$ cat src/rtl/max3421_pkg.sv
`default_nettype none
// ============================================================================
// Module      : max3421_pkg
// Description : Shared types and helpers for the MAX3421 register-access
//               controller. Holds the controller state encoding, the transfer
//               direction constants and the command-byte builders.
// Revision    : 1.0 - initial release
// ============================================================================
package max3421_pkg;

    // Controller states.
    typedef enum logic [2:0] {
        IDLE     = 3'd0,
        WR_WAIT  = 3'd1,
        RD_WAIT  = 3'd2,
        RD_GUARD = 3'd3,
        RESP     = 3'd4
    } state_t;

    // Direction bit carried in the MAX3421 command byte.
    localparam logic DIR_WRITE = 1'b1;
    localparam logic DIR_READ  = 1'b0;

    // MAX3421 command byte: register number in [7:3], direction in bit 1,
    // bits 2 and 0 always zero.
    function automatic logic [7:0] mk_cmd(input logic [4:0] reg_addr,
                                          input logic       dir);
        return {reg_addr, 1'b0, dir, 1'b0};
    endfunction

    // The engines shift their message LSB first, while the MAX3421 expects
    // each byte MSB first. Reversing the byte puts bit 7 into message bit 0.
    function automatic logic [7:0] wire_order8(input logic [7:0] data_byte);
        logic [7:0] v_rev;
        for (int i = 0; i < 8; i++) begin
            v_rev[i] = data_byte[7 - i];
        end
        return v_rev;
    endfunction

endpackage
`default_nettype wire

$ cat src/rtl/max3421_spi_mux.sv
`default_nettype none
// ============================================================================
// Module      : max3421_spi_mux
// Description : Combinational SPI pin multiplexer. Routes either the write
//               engine's or the read engine's pins onto the physical bus, or
//               parks the bus in its released state.
// Ports       : i_release            - 1 = drive idle levels (n_ss=1, 0, 0)
//               i_sel_rd             - 1 = read engine owns the bus
//               i_wr_n_ss/mosi/sclk  - write engine pins
//               i_rd_n_ss/mosi/sclk  - read engine pins
//               o_n_ss/o_mosi/o_sclk - physical SPI pins
// Revision    : 1.0 - initial release
// ============================================================================
module max3421_spi_mux (
    input  logic i_release,
    input  logic i_sel_rd,
    input  logic i_wr_n_ss,
    input  logic i_wr_mosi,
    input  logic i_wr_sclk,
    input  logic i_rd_n_ss,
    input  logic i_rd_mosi,
    input  logic i_rd_sclk,
    output logic o_n_ss,
    output logic o_mosi,
    output logic o_sclk
);

    always_comb begin
        o_n_ss = 1'b1;
        o_mosi = 1'b0;
        o_sclk = 1'b0;
        if (!i_release) begin
            if (i_sel_rd) begin
                o_n_ss = i_rd_n_ss;
                o_mosi = i_rd_mosi;
                o_sclk = i_rd_sclk;
            end else begin
                o_n_ss = i_wr_n_ss;
                o_mosi = i_wr_mosi;
                o_sclk = i_wr_sclk;
            end
        end
    end

endmodule
`default_nettype wire

$ cat src/rtl/max3421_reg_ctrl.sv
`default_nettype none
// ============================================================================
// Module      : max3421_reg_ctrl
// Description : MAX3421 register-access controller. Accepts one register
//               write or single-byte read at a time, builds the wire-ordered
//               command message, sequences the matching SPI engine, muxes the
//               engines onto one bus and returns one response per request.
// Ports       : clk_in, rst_in (async, active-high)
//               req_*            - request channel (valid/ready)
//               rsp_*            - one-cycle response pulse, data, error
//               busy_out         - controller not idle
//               wr_* / rd_*      - write / read engine control and status
//               wr_/rd_ pin ins  - engine SPI pins
//               n_ss/mosi/sclk   - physical SPI pins
// Parameters  : GUARD_CYCLES (>= 1) idle cycles after a read or timeout
//               TIMEOUT_CYCLES      cycles allowed for engine completion
// Revision    : 1.0 - initial release
// ============================================================================
module max3421_reg_ctrl #(
    parameter int GUARD_CYCLES   = 8,
    parameter int TIMEOUT_CYCLES = 1024
) (
    input  logic        clk_in,
    input  logic        rst_in,
    input  logic        req_valid_in,
    output logic        req_ready_out,
    input  logic        req_write_in,
    input  logic [4:0]  req_reg_in,
    input  logic [7:0]  req_data_in,
    output logic        rsp_valid_out,
    output logic [7:0]  rsp_data_out,
    output logic        rsp_err_out,
    output logic        busy_out,
    output logic [15:0] wr_msg_out,
    output logic        wr_valid_out,
    input  logic        wr_done_in,
    output logic [8:0]  rd_msg_out,
    output logic        rd_valid_out,
    input  logic        rd_byte_valid_in,
    input  logic [7:0]  rd_byte_in,
    input  logic        wr_n_ss_in,
    input  logic        wr_mosi_in,
    input  logic        wr_sclk_in,
    input  logic        rd_n_ss_in,
    input  logic        rd_mosi_in,
    input  logic        rd_sclk_in,
    output logic        n_ss_out,
    output logic        mosi_out,
    output logic        sclk_out
);
    import max3421_pkg::*;

    localparam int c_TO_W = $clog2(TIMEOUT_CYCLES + 1);
    localparam int c_GD_W = $clog2(GUARD_CYCLES + 1);
    localparam logic [c_TO_W-1:0] c_TO_LIMIT = c_TO_W'(TIMEOUT_CYCLES);
    localparam logic [c_GD_W-1:0] c_GD_LAST  = c_GD_W'(GUARD_CYCLES - 1);

    state_t              r_state;
    state_t              w_state_nxt;
    logic [c_TO_W-1:0]   r_to_cnt;
    logic [c_GD_W-1:0]   r_guard_cnt;
    logic                r_sel_rd;
    logic                r_err;
    logic [7:0]          r_rd_byte;
    logic [15:0]         r_wr_msg;
    logic [8:0]          r_rd_msg;

    logic                w_idle;
    logic                w_accept;
    logic                w_in_wait;
    logic                w_byte_take;
    logic                w_timeout;
    logic                w_wr_valid;
    logic                w_rd_valid;
    logic                w_rsp_valid;

    assign w_idle      = (r_state == IDLE);
    assign w_accept    = w_idle && req_valid_in;
    assign w_in_wait   = (r_state == WR_WAIT) || (r_state == RD_WAIT);
    assign w_byte_take = (r_state == RD_WAIT) && rd_byte_valid_in;

    // A completion seen on the same edge the limit is reached wins over the
    // timeout, so a late but valid transfer is never reported as an error.
    assign w_timeout = (((r_state == WR_WAIT) && !wr_done_in) ||
                        ((r_state == RD_WAIT) && !rd_byte_valid_in)) &&
                       (r_to_cnt == c_TO_LIMIT);

    // ------------------------------------------------------------------
    // State register
    // ------------------------------------------------------------------
    always_ff @(posedge clk_in or posedge rst_in) begin
        if (rst_in) begin
            r_state <= IDLE;
        end else begin
            r_state <= w_state_nxt;
        end
    end

    // ------------------------------------------------------------------
    // Next state and state-decoded outputs. The engine valids are pure
    // state decodes, so they fall on the very edge that samples the
    // engine's done/byte pulse and the engine never sees a restart.
    // ------------------------------------------------------------------
    always_comb begin
        w_state_nxt = r_state;
        w_wr_valid  = 1'b0;
        w_rd_valid  = 1'b0;
        w_rsp_valid = 1'b0;
        unique case (r_state)
            IDLE: begin
                if (req_valid_in) begin
                    w_state_nxt = req_write_in ? WR_WAIT : RD_WAIT;
                end
            end
            WR_WAIT: begin
                w_wr_valid = 1'b1;
                if (wr_done_in) begin
                    w_state_nxt = RESP;
                end else if (w_timeout) begin
                    w_state_nxt = RD_GUARD;
                end
            end
            RD_WAIT: begin
                w_rd_valid = 1'b1;
                if (rd_byte_valid_in || w_timeout) begin
                    w_state_nxt = RD_GUARD;
                end
            end
            RD_GUARD: begin
                if (r_guard_cnt == c_GD_LAST) begin
                    w_state_nxt = RESP;
                end
            end
            RESP: begin
                w_rsp_valid = 1'b1;
                w_state_nxt = IDLE;
            end
            default: begin
                w_state_nxt = IDLE;
            end
        endcase
    end

    // ------------------------------------------------------------------
    // Datapath: request capture, read byte, error flag and counters.
    // Counters restart from zero on every state change.
    // ------------------------------------------------------------------
    always_ff @(posedge clk_in or posedge rst_in) begin
        if (rst_in) begin
            r_wr_msg    <= '0;
            r_rd_msg    <= '0;
            r_sel_rd    <= 1'b0;
            r_err       <= 1'b0;
            r_rd_byte   <= '0;
            r_to_cnt    <= '0;
            r_guard_cnt <= '0;
        end else begin
            if (w_accept) begin
                r_sel_rd  <= !req_write_in;
                r_err     <= 1'b0;
                r_rd_byte <= '0;
                if (req_write_in) begin
                    r_wr_msg <= {wire_order8(req_data_in),
                                 wire_order8(mk_cmd(req_reg_in, DIR_WRITE))};
                end else begin
                    r_rd_msg <= {1'b0, wire_order8(mk_cmd(req_reg_in, DIR_READ))};
                end
            end

            if (w_byte_take) begin
                r_rd_byte <= rd_byte_in;
            end

            if (w_timeout) begin
                r_err <= 1'b1;
            end

            if (w_in_wait && (w_state_nxt == r_state)) begin
                r_to_cnt <= r_to_cnt + c_TO_W'(1);
            end else begin
                r_to_cnt <= '0;
            end

            if ((r_state == RD_GUARD) && (w_state_nxt == RD_GUARD)) begin
                r_guard_cnt <= r_guard_cnt + c_GD_W'(1);
            end else begin
                r_guard_cnt <= '0;
            end
        end
    end

    // ------------------------------------------------------------------
    // Outputs
    // ------------------------------------------------------------------
    assign req_ready_out = w_idle;
    assign busy_out      = !w_idle;
    assign wr_valid_out  = w_wr_valid;
    assign rd_valid_out  = w_rd_valid;
    assign wr_msg_out    = r_wr_msg;
    assign rd_msg_out    = r_rd_msg;
    assign rsp_valid_out = w_rsp_valid;
    assign rsp_data_out  = w_rsp_valid ? r_rd_byte : 8'h00;
    assign rsp_err_out   = w_rsp_valid && r_err;

    max3421_spi_mux u_spi_mux (
        .i_release (w_idle),
        .i_sel_rd  (r_sel_rd),
        .i_wr_n_ss (wr_n_ss_in),
        .i_wr_mosi (wr_mosi_in),
        .i_wr_sclk (wr_sclk_in),
        .i_rd_n_ss (rd_n_ss_in),
        .i_rd_mosi (rd_mosi_in),
        .i_rd_sclk (rd_sclk_in),
        .o_n_ss    (n_ss_out),
        .o_mosi    (mosi_out),
        .o_sclk    (sclk_out)
    );

endmodule
`default_nettype wire

$ cat config.mk
export PLATFORM = sky130hd
export DESIGN_NAME = max3421_reg_ctrl
export DESIGN_NICKNAME = d
export VERILOG_FILES = /design/src/rtl/max3421_pkg.sv /design/src/rtl/max3421_spi_mux.sv /design/src/rtl/max3421_reg_ctrl.sv
export SDC_FILE = /design/constraint.sdc
export NUM_CORES = 1
export LEC_CHECK = 0
export ABC_AREA = 1
export CORE_MARGIN = 10
export CORE_UTILIZATION = 45
export DETAILED_ROUTE_END_ITERATION = 8
export HOLD_SLACK_MARGIN = 0.12
export PLACE_DENSITY = 0.78
export SETUP_SLACK_MARGIN = 0.4
export SLEW_MARGIN = 20
export SYNTH_ARGS = -nofsm -noshare
export SYNTH_HDL_FRONTEND = slang
export SYNTH_SLANG_ARGS = --single-unit
$ cat constraint.sdc
create_clock -name clk_in -period 3.8 [get_ports clk_in]
set_clock_uncertainty 0.05 [all_clocks]
set_input_delay 0.38 -clock clk_in [delete_from_list [all_inputs] [get_ports clk_in]]
set_output_delay 0.38 -clock clk_in [all_outputs]
set_load 0.05 [all_outputs]
==> Word level (Yosys, flattened, before mapping) <==
Index checks and enable logic that the tools add are counted.
{ "classes": {"add_sub_neg": 2, "shift": 0, "n_bitwise": 1, "n_reduce_logical": 20, "n_lt_le_gt_ge": 0, "n_div": 0, "mul": 0, "eq_ne": 8, "muxes": 23} }
{ "ops": {"columns": ["cell", "count"], "rows": [
  ["8-bit two-way mux", 3],
  ["3-bit two-way mux", 5],
  ["3-bit one-hot mux with 4 select lines", 1],
  ["11-bit by 1-bit adder with 11-bit output, second input constant", 1],
  ["11-bit equality test, second input constant", 1],
  ["1-bit two-way mux", 11],
  ["11-bit two-way mux", 1],
  ["3-bit by 2-bit equality test with 1-bit output, second input constant", 3],
  ["1-bit logical AND", 8],
  ["4-bit by 1-bit adder with 4-bit output, second input constant", 1],
  ["4-bit by 3-bit equality test with 1-bit output, second input constant", 1],
  ["1-bit zero test", 4],
  ["4-bit two-way mux", 1],
  ["2-bit AND reduction", 2],
  ["2-bit nonzero test", 2],
  ["3-bit by 1-bit equality test with 1-bit output, second input constant", 1],
  ["3-bit equality test", 1],
  ["3-bit equality test, second input constant", 1],
  ["3-bit zero test", 1],
  ["1-bit logical OR", 3],
  ["2-bit two-way mux", 1],
  ["1-bit inverter", 1]
]} }
{ "word_totals": {"latch_bits": 0, "romBits": 0, "word_cells": 62, "ram_bits": 0, "output_inout_bits": 42, "inputBits": 33, "mem_count": 0, "ff_bits": 47} }

==> Logic depth before layout (Yosys ltp) <==
Gate-level depths: netlist of run 1.
{ "depth": {"ltp_word": 10, "mapped_depth": 10, "mapped_depth_nobuf": 9} }

==> Hierarchy <==
A second synthesis of run 1 with hierarchy kept.
{ "unflattened": {"hier_cells": 275, "hier_area_um2": 2366.0} }
{ "modules_own_cells": {"columns": ["module", "instances", "area_each_um2", "seq_area_each_um2", "cells_each"], "rows": [
  ["max3421_reg_ctrl", 1, 2308.5, 1176.1, 260],
  ["max3421_spi_mux", 1, 57.6, 0.0, 15]
]} }

==> Least setup slack after synthesis of run 1 <==
No wires, ideal clock.
{ "synth_path": {"kind": "register to output", "from": "reg r_state[0]", "to": "out rsp_data_out[0]", "t_arrival_ns": 1.427, "slack_ns": 1.943, "required_ns": 3.370, "stages_incl_launch_ff": 4, "n_path_buf": 0, "cell_sequence": "dfrtp_1 > nor2_2 > nand2_1 > nor2_1"} }
{ "synth_via": {"elab_chain_len": 3} }
{ "synth_rtl": {"columns": ["element", "line_no", "text"], "rows": [
  ["from (decl)", "max3421_reg_ctrl.sv:58", "state_t r_state;"],
  ["from (signal assigned)", "max3421_reg_ctrl.sv:95", "r_state <= w_state_nxt;"],
  ["3-bit equality test", "max3421_reg_ctrl.sv:109", "unique case (r_state)"],
  ["1-bit two-way mux", "max3421_reg_ctrl.sv:109", null],
  ["8-bit two-way mux", "max3421_reg_ctrl.sv:202", "assign rsp_data_out = w_rsp_valid ? r_rd_byte : 8'h00;"],
  ["to (decl)", "max3421_reg_ctrl.sv:31", "output logic [7:0] rsp_data_out,"]
]} }
No other way between the ends.

==> Worst setup path in the final report of run 1 <==
{ "layout_path": {"from": "reg r_state[1]", "to": "out rsp_data_out[2]"} }
The elaborated chain is that of the path after synthesis.

==> results.ini, run 1 <==
[run_status]
status=finished, final reports clean

[pwr]
pwr-share-comb=0.560
swShare=0.491
power_per_cell_area_nw_per_um2=760
p_leak_nw=1.46
power.switching_mw=1.16
clkPwrFrac=0.116
p_int_mw=1.20
peakVddDrop_v=0.000491
seq_power_share=0.324

[sta]
period_share=0.685
rsz0062_at_grt=false
setup_viol_count_final=0
worst_hold_slack_ns=0.409
period_needed_ns=2.60
worst_pin_slew_ns=0.940
setup-tns-final_ns=0
max_freq_ghz=0.384
maxSlewHeadroom=0.372
slew_violations=0
layout_setup_ws_ns=1.20
hold_viol_final=0

[layout]
fin_util=0.615
multi_input_area_sq_um=890
fill_cells=430
final_cell_mix=clkdlybuf4s50_1, nand2_1, dfrtp_1
drive_gt1_frac=0.0989
nNetsFinal=391
final_common_cell=clkdlybuf4s50_1
syn_to_final_growth_pct=33.8
final_area_sq_um=3100
seq_area_sq_um=1180
antenna_cells=0

[drt]
routed_wl_um=5200
drt_first_pass_iters=4
vias=1910
drt_iter0_markers=65
avgRoutedWirePerCell_um=12.3
drcViolationCount=0
viasPerCell=4.50
ant_nets=0

[global_route]
antenna_found_initial=0
grt_usage=0.123
gr-total-overflow=0
grt_pass1_vias=1869
grt_pass1_wl_um=8600
grt_max_degree=48

[critical_path]
worst-setup-path-type=reg2out
critPathCaptureType=output port
cp-start-kind=flip-flop
arrival_ns=2.17
r2r_cells=8
cp.required_ns=3.37
path_max_fanout=10

[placed_design]
routabilityCongestion=0.815
portBuffers=68
dp_hpwl_um=3950
place_ws_ns=1.47
placed_cell_area_sq_um=3030

[clock_network]
cts_buffers=5
htreeDepth=2
root_buffer=clkbuf_8
cts_max_path_buffers=2
tritoncts=yes
clkTransAtPathRegs_ns=0.08
clk_latency_ns=0.29
cts.repair.resized=0
cts_hold_buf=0
cts.sinks=47
post-cts-setup-buffers=0

[die]
coreArea_sq_um=5040
top_level_ports=75
die_x_um=91.8
rows=26
die_h_um=91.8
die-area_sq_um=8420
start_util=0.460

[synth]
ys_seq_elements=47
yosysUniqueCellTypes=27
yosys_warnings=0
yosysTopAreaCell=dfrtp_1
syn_inst=286
synthTopCellsByArea=dfrtp_1, nand2_1, inv_1
yosysSeqAreaShare=0.508
syn_area_sq_um=2320
synth.top_cell.area_share=0.508
synth.avg_cell_area_sq_um=8.10

[hold_path]
holdPathStages=1
worst_hold_path_type=reg2reg

[run]
drv_cap=0

[flip-flops by register name, indices dropped and copies added, names as in the netlist]
signal / count
r_rd_byte: 8
wr_msg_out: 14
r_state: 3
r_sel_rd: 1
r_err: 1
r_guard_cnt: 4
r_to_cnt: 11
rd_msg_out: 5
[worst max-delay path, stage by stage, from the launching register on]
cell and delay, ns:
dfrtp_1 0.45, nor2_2 0.17, nand2_1 0.24, nor2_1 0.17, clkdlybuf4s50_1 0.84
[kinds of logic after synthesis]
family | after synthesis | synth area share
AO/OA/AOI/OAI | 25 | 0.0556
buffers and inverters | 62 | 0.117
multiplexers | 2 | 0.00972
adder cells (fa/ha/maj) | 3 | 0.0162
AND/OR/NAND/NOR | 140 | 0.270
XOR/XNOR | 6 | 0.0227
flip-flops | 47 | 0.508
other | 1 | 0.00162
[path summary, 6_finish.rpt]
path	slack (ns)	startpoint	endpoint
worst min register to register	0.41	r_guard_cnt[0]$_DFF_PP0_	r_guard_cnt[0]$_DFF_PP0_
worst max-delay path	1.20	r_state[1]$_DFF_PP0_	rsp_data_out[2]
max in group asynchronous	2.55	rst_in	r_rd_byte[3]$_DFFE_PP0P_
worst min-delay path	0.41	r_guard_cnt[0]$_DFF_PP0_	r_guard_cnt[0]$_DFF_PP0_
worst max register to register	1.75	r_state[1]$_DFF_PP0_	r_to_cnt[10]$_DFF_PP0_
min in group asynchronous	0.56	rst_in	wr_msg_out[10]$_DFFE_PP0P_
[cell usage after synthesis]
cell type and n:
nor3_1 3, or2_1 1, inv_1 44, o22ai_1 1, conb_1 1, dfrtp_1 47, buf_6 1, xnor2_1 3
o211ai_1 1, clkbuf_1 2, buf_2 1, xor2_1 3, buf_4 7, o21ai_0 13, inv_2 6, nand2_4 1
ha_1 3, mux2_2 2, nand3_2 2, nand4_1 2, nor2_2 15, nand3_1 21, o21ai_1 10, nand2_2 2
inv_4 1, nand2_1 65, nor2_1 28
[through the flow]
stage / std cells / power [mW]
2_1_floorplan: 291 / 1.70
3_3_place_gp: 418 / 2.09
3_5_place_dp: 418 / 2.11
4_1_cts: 424 / 2.39
5_1_grt: 424 / 2.51
6_report: 424 / 2.36
[power by group through the flow]
stage | sequential [mW] | combinational, mW | clock [mW]
2_1_floorplan | 1.07 | 0.631 | 0
3_3_place_gp | 0.767 | 1.32 | 0
3_5_place_dp | 0.772 | 1.33 | 0
4_1_cts | 0.764 | 1.34 | 0.285
5_1_grt | 0.782 | 1.42 | 0.304
6_report | 0.763 | 1.32 | 0.274
[per-layer routing]
metal	GRT usage	vias up	routed length, um
li1	-	993	-
met1	0.146	858	2310
met2	0.193	54	2390
met3	0.0579	5	436
met4	0.0437	0	60
met5	0	-	0
[cell type report]
| type | count | area share |
|---|---|---|
| multi-input cells | 182 | 0.287 |
| flip-flops and latches | 47 | 0.379 |
| well taps | 70 | 0.0282 |
| inverters | 51 | 0.0626 |
| repair buffers | 68 | 0.220 |
| clock buffers | 6 | 0.0234 |
Note: power is estimated with default switching activity, not from simulation.
==> run 2, diff against run 1 <==
- clock period: 3.8 -> 2.7 ns (I/O delays scaled with it)
==> results.ini, run 2 (synthesis gave the netlist of run 1 again) <==
[run_status]
status=finished, final reports clean

[die]
rows=26
die_x_um=91.8
die-area_sq_um=8420
die_h_um=91.8
top_level_ports=75
coreArea_sq_um=5040
start_util=0.460

[layout]
fill_cells=437
largest_register_ffs=14
final_common_cell=nand2_1
final_cell_mix=nand2_1, clkdlybuf4s50_1, dfrtp_1
drive_gt1_frac=0.114
seq_area_sq_um=1180
antenna_cells=0
syn_to_final_growth_pct=34.9
multi_input_area_sq_um=890
nNetsFinal=394

[sta]
setup_viol_count_final=0
rsz0062_at_grt=false
period_needed_ns=2.20
period_share=0.815
setup-tns-final_ns=0
maxSlewHeadroom=0.606
worst_hold_slack_ns=0.315
hold_viol_final=0
slew_violations=0
max_freq_ghz=0.455
worst_pin_slew_ns=0.589

[clock_network]
cts_max_path_buffers=2
htreeDepth=2
clk_latency_ns=0.29
cts_buffers=5
tritoncts=yes
cts.sinks=47
root_buffer=clkbuf_8
cts_hold_buf=0
clkTransAtPathRegs_ns=0.08
post-cts-setup-buffers=0

[critical_path]
critPathCaptureType=output port
r2r_setup_slack_ns=0.89
arrival_ns=1.88
worst-setup-path-type=reg2out
rr_endpoint=r_to_cnt[10]$_DFF_PP0_
r2r_start=r_guard_cnt[0]$_DFF_PP0_
r2r_cells=9
cp-start-kind=flip-flop
path_max_fanout=5
cp.required_ns=2.38

[run]
drv_cap=0

[placed_design]
portBuffers=68
dp_hpwl_um=4190
routabilityCongestion=0.839

[drt]
ant_nets=0
drt_iter0_markers=70
vias=1971
routed_wl_um=5390
drt_first_pass_iters=4
viasPerCell=4.59
drcViolationCount=0
avgRoutedWirePerCell_um=12.6

[global_route]
grt_pass1_vias=2088
grt_max_degree=30
antenna_found_initial=0
grt_pass1_wl_um=9530
grt_usage=0.136
gr-total-overflow=0

[pwr]
seq_power_share=0.322
p_leak_nw=1.53
clkPwrFrac=0.120
power_per_cell_area_nw_per_um2=1070
fin_total_pwr_mw=3.33
swShare=0.492
power.switching_mw=1.64
p_int_mw=1.69
peakVddDrop_v=0.000655
pwr-share-comb=0.558

[hold_path]
worst_hold_path_type=in2async

run 2: worst max-delay path by stage:
stage / from / end / slack, ns
floorplan: r_state[0]$_DFF_PP0_ / rsp_data_out[0] / 0.95
global placement: r_state[1]$_DFF_PP0_ / rsp_data_out[2] / 0.62
detailed placement: r_state[1]$_DFF_PP0_ / rsp_data_out[2] / 0.59
CTS: r_state[1]$_DFF_PP0_ / rd_valid_out / 0.43
global route: r_state[1]$_DFF_PP0_ / rsp_data_out[3] / 0.40
finish: r_sel_rd$_DFFE_PP0P_ / mosi_out / 0.50
run 2: final cells by class:
class | instances | area share
Inverter | 51 | 0.0620
Multi-Input combinational cell | 182 | 0.285
Sequential cell | 47 | 0.376
Clock buffer | 7 | 0.0244
Timing Repair Buffer | 71 | 0.223
Clock inverter | 1 | 0.00160
Tap cell | 70 | 0.0280
run 2: per-layer routing:
layer	part of all wire	vias up	global-route usage
met1	0.41	922	0.148
met5	0	-	0
met2	0.49	46	0.235
met3	0.082	4	0.0562
met4	0.012	0	0.0463
li1	-	999	-
run 2: worst max-delay path, stage by stage, from the launching register on:
cell and delay (ns):
dfrtp_1 0.44, mux2_2 0.36, nand2_1 0.06, inv_1 0.04, clkdlybuf4s50_1 0.69
run 2: repair_timing:
item                       in CTS  in global routing
gates resized for setup        10                 13
setup endpoints to repair      10                 11
hold endpoints to repair        0                  0
run 2: metrics by stage:
step	std cells	cell area, sq um	util	worst slack, ns
6_report	429	3130	0.620	0.500
4_1_cts	429	3120	0.619	0.430
5_1_grt	429	3130	0.620	0.402
3_5_place_dp	421	3050	0.605	0.587
3_3_place_gp	421	3050	0.605	0.617
2_1_floorplan	291	2340	-	0.953
run 2: power groups by stage:
| stage | logic (mW) | clock network (mW) | registers, mW |
|---|---|---|---|
| finish | 1.86 | 0.400 | 1.07 |
| floorplan | 0.889 | 0 | 1.51 |
| CTS | 1.89 | 0.410 | 1.07 |
| global placement | 1.87 | 0 | 1.08 |
| detailed placement | 1.89 | 0 | 1.08 |
| global route | 2.02 | 0.447 | 1.10 |
